<file path="src/rtl/serial_add_ctrl.sv">
// Bit-serial adder controller: one full-adder cell time-shared over WIDTH clocks,
// LSB first, with a start/busy/done handshake and a held, registered result.
`timescale 1ns/1ps

module serial_add_fa (
   input  logic x,
   input  logic y,
   input  logic ci,
   output logic s,
   output logic co
);
   assign s  = x ^ y ^ ci;
   assign co = (x & y) | (x & ci) | (y & ci);
endmodule

module serial_add_ctrl #(
   parameter int WIDTH = 8
) (
   input  logic             clk,
   input  logic             rst_n,
   input  logic             start,
   input  logic [WIDTH-1:0] a,
   input  logic [WIDTH-1:0] b,
   input  logic             cin,
   output logic             busy,
   output logic             done,
   output logic [WIDTH-1:0] sum,
   output logic             cout
);
   localparam int CW = $clog2(WIDTH + 1);
   localparam logic [CW-1:0] LAST = CW'(WIDTH - 1);

   typedef enum logic [1:0] {IDLE, RUN, DONE} state_t;

   state_t           state;
   logic [WIDTH-1:0] ar, br, acc, acc_nxt;
   logic             c;
   logic [CW-1:0]    cnt;
   logic             s, co;

   serial_add_fa u_fa (
      .x  (ar[0]),
      .y  (br[0]),
      .ci (c),
      .s  (s),
      .co (co)
   );

   // Each new sum bit enters at the MSB so the LSB-first stream lands aligned.
   generate
      if (WIDTH == 1) begin : g_acc1
         assign acc_nxt = s;
      end else begin : g_accn
         assign acc_nxt = {s, acc[WIDTH-1:1]};
      end
   endgenerate

   always_ff @(posedge clk) begin
      if (!rst_n) begin
         state <= IDLE;
         busy  <= 1'b0;
         done  <= 1'b0;
         sum   <= '0;
         cout  <= 1'b0;
         acc   <= '0;
         ar    <= '0;
         br    <= '0;
         c     <= 1'b0;
         cnt   <= '0;
      end else begin
         case (state)
            IDLE: begin
               if (start) begin
                  ar    <= a;
                  br    <= b;
                  c     <= cin;
                  cnt   <= '0;
                  acc   <= '0;
                  state <= RUN;
                  busy  <= 1'b1;
               end
            end
            RUN: begin
               acc <= acc_nxt;
               ar  <= ar >> 1;
               br  <= br >> 1;
               c   <= co;
               cnt <= cnt + CW'(1);
               if (cnt == LAST) begin
                  sum   <= acc_nxt;
                  cout  <= co;
                  state <= DONE;
                  busy  <= 1'b0;
                  done  <= 1'b1;
               end
            end
            DONE: begin
               done  <= 1'b0;
               state <= IDLE;
            end
            default: begin
               state <= IDLE;
               busy  <= 1'b0;
               done  <= 1'b0;
            end
         endcase
      end
   end
endmodule
</file>
<file path="config.mk">
export PLATFORM = sky130hd
export DESIGN_NAME = serial_add_ctrl
export DESIGN_NICKNAME = d
export VERILOG_FILES = /design/src/rtl/serial_add_ctrl.sv
export SDC_FILE = /design/constraint.sdc
export NUM_CORES = 1
export LEC_CHECK = 0
export ABC_AREA = 0
export CAP_MARGIN = 30
export CORE_UTILIZATION = 55
export DETAILED_ROUTE_END_ITERATION = 8
export PLACE_DENSITY = 0.83
export SLEW_MARGIN = 30
export SYNTH_ARGS = -nofsm -noshare
export SYNTH_HDL_FRONTEND = slang
export SYNTH_SLANG_ARGS = --single-unit
export TNS_END_PERCENT = 5
</file>
<file path="constraint.sdc">
create_clock -name clk -period 2.3 [get_ports clk]
set_clock_uncertainty 0.1 [all_clocks]
set_input_delay 0.46 -clock clk [delete_from_list [all_inputs] [get_ports clk]]
set_output_delay 0.46 -clock clk [all_outputs]
set_load 0.01 [all_outputs]
</file>
==> impl_results.md <==
- Outcome: complete, no violations
- Overall die area: 0.003408 mm^2
- Switching component of the power: 0.3541 mW
- Number of antenna violations at the first check in global routing: 0
- Share of total power in sequential cells: 53.5%
- Required time of the critical path: 1.74 ns
- Number of buffers inserted for hold repair after clock tree synthesis: 0
- Transition time of the tightest slew-check pin: 0.6119 ns
- Number of buffers on the longest clock path: 2
- Vias in the first global route: 1476
- Classification of the worst setup path: reg -> out
- Total number of vias: 1557
- Minimum setup slack among reg-to-reg paths: 0.48 ns
- Iteration count of the initial detailed-routing pass: 4
- Clock H-tree levels: 2
- Syn nets: 211
- Hold Path Sink: sum[5]
- Post-DRT Antenna Nets: 0
- Peak fanout along the critical path: 2
- Cell area after synthesis: 0.001748 mm^2
- Worst reg2reg endpoint: ar[5]
- Cell at the root of the clock tree: sky130_fd_sc_hd__clkbuf_4
- Clock-pin transition on the worst setup and hold timing paths: 0.13 ns
- TritonCTS Sinks: 41
- Number of warnings issued by yosys: 0
- Unrepaired setup endpoints after global routing: false
- Clock latency at the later pin of the worst-skew pair: 0.37 ns
- Main combinational cell family by area after synthesis: compound AO/OA/AOI/OAI gates
- Crit. End Element: output pin
- List of cells traversed by the critical path: clkdlybuf4s50_1
- Buf/Inv on CP: 1
- Setup ws final: 0.4569 ns
- Port bufs: 30
- Antenna Diode Count: 0
- Clock tree from TritonCTS: yes
- Total I/O pin count: 31
- Longest individual stage delay on the worst path: 0.54 ns
- Clock Power Share: 34.9%
- Final period utilization: 80.13%
- Number of distinct library cells after synthesis: 31
- Final hold violation count: 0
- Cell Int Power: 1.086 mW
- Synthesis-to-layout area growth: 24.05%
- Fraction of final layout cells with drive strength greater than 1: 9.217%
- Number of failing setup endpoints in the final timing report: 0
- Largest net degree at the start of global routing: 37
- Worst VDD drop: 0.0003671 V
- Cell depth of the worst flop-to-flop path: 3
- R2R Path Start: state[1]
- Core Box Area: 0.003028 mm^2
- Standard-cell rows: 20
- Global-route wire length before repair: 6651 um
- Post-route worst hold slack: 0.3666 ns
- Post-Synthesis Cells: 189
- Cell class contributing the biggest share of worst-path delay: buffers and inverters
- Min-delay worst type: reg -> reg
- Remaining global-route overflow: 0
- Number of cells on the worst hold path: 2
- Number of max-slew violations in the final report: 0
- Highest-count cells in the layout ignoring fill and taps: sky130_fd_sc_hd__dfxtp_1, sky130_fd_sc_hd__clkdlybuf4s50_1, sky130_fd_sc_hd__nand2_1, sky130_fd_sc_hd__a21oi_1, sky130_fd_sc_hd__o221ai_1
- Arrival time at the worst endpoint: 1.28 ns
- Crit path max-delay cell type: sky130_fd_sc_hd__clkdlybuf4s50_1
- All-Layer GR Usage: 26.21%
- Most common library cell in the layout ignoring fill and taps: sky130_fd_sc_hd__dfxtp_1
- Comb power frac: 11.6%
- PostCTS Resize Cnt: 0
- Share of the synthesized area in compound gates (AO/OA/AOI/OAI): 24.98%
- Time the final worst path needs with I/O delays and setup: 1.843 ns
- Sequential element share of the synthesized area: 46.96%
- Peak Freq: 542.6 MHz
- Syn avg cell area: 9.248 um^2
- Adder and majority cell fraction of the synthesized area: 1.861%
- Simple-gate portion of the synthesized area: 15.82%
- Average routed wire per standard cell: 15.54 um
- Post-CTS setup buffers: 0
- Switching share of power: 24.59%
- Share of the synthesized area in the top cell type: 46.96%
- Startpoint types: register
- Multiplexer share of the synthesized area: 5.727%
- Place WS: 0.2913 ns
- Detailed-route DRC error count: 0
- Cells taking the most area after synthesis: sky130_fd_sc_hd__dfxtp_1, sky130_fd_sc_hd__o221ai_1, sky130_fd_sc_hd__mux2i_1, sky130_fd_sc_hd__a21oi_1, sky130_fd_sc_hd__nand2_1
- Static Leak: 0.7493 nW
- Number of max-cap violations: 0
- Count of fill cells added during filler insertion: 237
- Worst slew margin: 59.12%
- Routability-driven placement congestion ratio: 0.7440
- Power Dens Cells: 664.2 mW/mm^2
- Number of buffers created by CTS: 5
- Initial Utilization: 57.73%
- Iteration-0 DRC Markers: 87
- Die height: 58.38 um
- Die Span X: 58.38 um
- XOR/XNOR share of the synthesized area: 0%
- Post-detailed-placement half-perimeter wirelength: 2606 um
- Worst Hold Launch: sum[5]
- Post-layout net count: 238
- First element of the critical path: cout
- Yosys reg bits: 41
- Post-synth top area cell: sky130_fd_sc_hd__dfxtp_1
- Routed via count divided by cell count: 5.966
- Sum of negative setup slack: 0 ns
- Routed wire length: 4057 um
## state kept, by name, summed over array words and instances, names as in the netlist
name	count
ar	8
br	8
sum	8
acc	7
cnt	4
state	2
busy	1
c	1
cout	1
done	1
## synth_stat cells
library cell,n
sky130_fd_sc_hd__fa_1,1
sky130_fd_sc_hd__inv_1,3
sky130_fd_sc_hd__a22o_1,2
sky130_fd_sc_hd__or3_1,1
sky130_fd_sc_hd__nand3b_1,1
sky130_fd_sc_hd__a21oi_1,17
sky130_fd_sc_hd__or3b_2,7
sky130_fd_sc_hd__nand3_1,3
sky130_fd_sc_hd__ha_1,1
sky130_fd_sc_hd__nor2_4,1
sky130_fd_sc_hd__o21ai_0,10
sky130_fd_sc_hd__buf_2,5
sky130_fd_sc_hd__a32o_1,2
sky130_fd_sc_hd__buf_6,1
sky130_fd_sc_hd__nor2_1,11
sky130_fd_sc_hd__o221ai_1,15
sky130_fd_sc_hd__nor3b_1,1
sky130_fd_sc_hd__or3b_1,1
sky130_fd_sc_hd__a22oi_1,8
sky130_fd_sc_hd__dfxtp_1,41
sky130_fd_sc_hd__clkinv_1,1
sky130_fd_sc_hd__nand2_1,20
sky130_fd_sc_hd__clkbuf_1,8
sky130_fd_sc_hd__o21bai_1,1
sky130_fd_sc_hd__o22ai_1,7
sky130_fd_sc_hd__nor3_1,1
sky130_fd_sc_hd__a31oi_1,1
sky130_fd_sc_hd__o21a_1,2
sky130_fd_sc_hd__nor2b_1,4
sky130_fd_sc_hd__mux2i_1,10
sky130_fd_sc_hd__nand2b_1,2
## through the flow
step / cells / utilization [%] / cell area [um^2] / power (mW)
2_1_floorplan: 189 / - / 1748 / 0.8814
3_3_place_gp: 253 / 68.68 / 2079 / 0.9368
3_5_place_dp: 253 / 68.68 / 2079 / 0.9476
4_1_cts: 261 / 71.61 / 2168 / 1.444
5_1_grt: 261 / 71.61 / 2168 / 1.487
6_report: 261 / 71.61 / 2168 / 1.440
## worst max path at each step
stage	end	slack, ns	cells past startpoint
final	cout	0.46	1
after global routing	c	0.37	3
after CTS	done	0.45	1
after detailed placement	ar[1]	0.29	5
after global placement	ar[4]	0.34	5
after floorplan	cout	0.96	4
## power by group through the flow
stage	Sequential [mW]	Combinational, mW	Clock (mW)
after floorplan	0.779	0.103	0
after global placement	0.782	0.155	0
after detailed placement	0.786	0.162	0
after CTS	0.770	0.166	0.508
after global routing	0.774	0.184	0.528
final	0.770	0.167	0.502
## routing by layer
metal / GRT usage [%] / up-vias / routed length, um
met1: 31.36 / 745 / 1668
li1: - / 754 / -
met3: 4.835 / 12 / 209
met5: 0 / - / 0
met2: 44.01 / 46 / 2058
met4: 15.65 / 0 / 119
## final cells by class
class / instances / area, um^2 / share of cell area [%]
Clock buffer: 6 / 51.30 / 2.366
Clock inverter: 2 / 37.54 / 1.731
Inverter: 4 / 15.01 / 0.6924
Multi-Input combinational cell: 130 / 845.8 / 39.01
Sequential cell: 41 / 820.8 / 37.85
Tap cell: 44 / 55.05 / 2.539
Timing Repair Buffer: 34 / 342.8 / 15.81
## kinds of logic (layout without fill, tap and decap cells)
kind of cell / Yosys count / after routing
AOI/OAI and AO/OA: 65 / 65
and+or+nand+nor: 53 / 53
DFF: 41 / 41
buffers and inverters: 18 / 46
muxes: 10 / 10
adders and majority gates: 2 / 2
(Power assumes the default switching activity.)
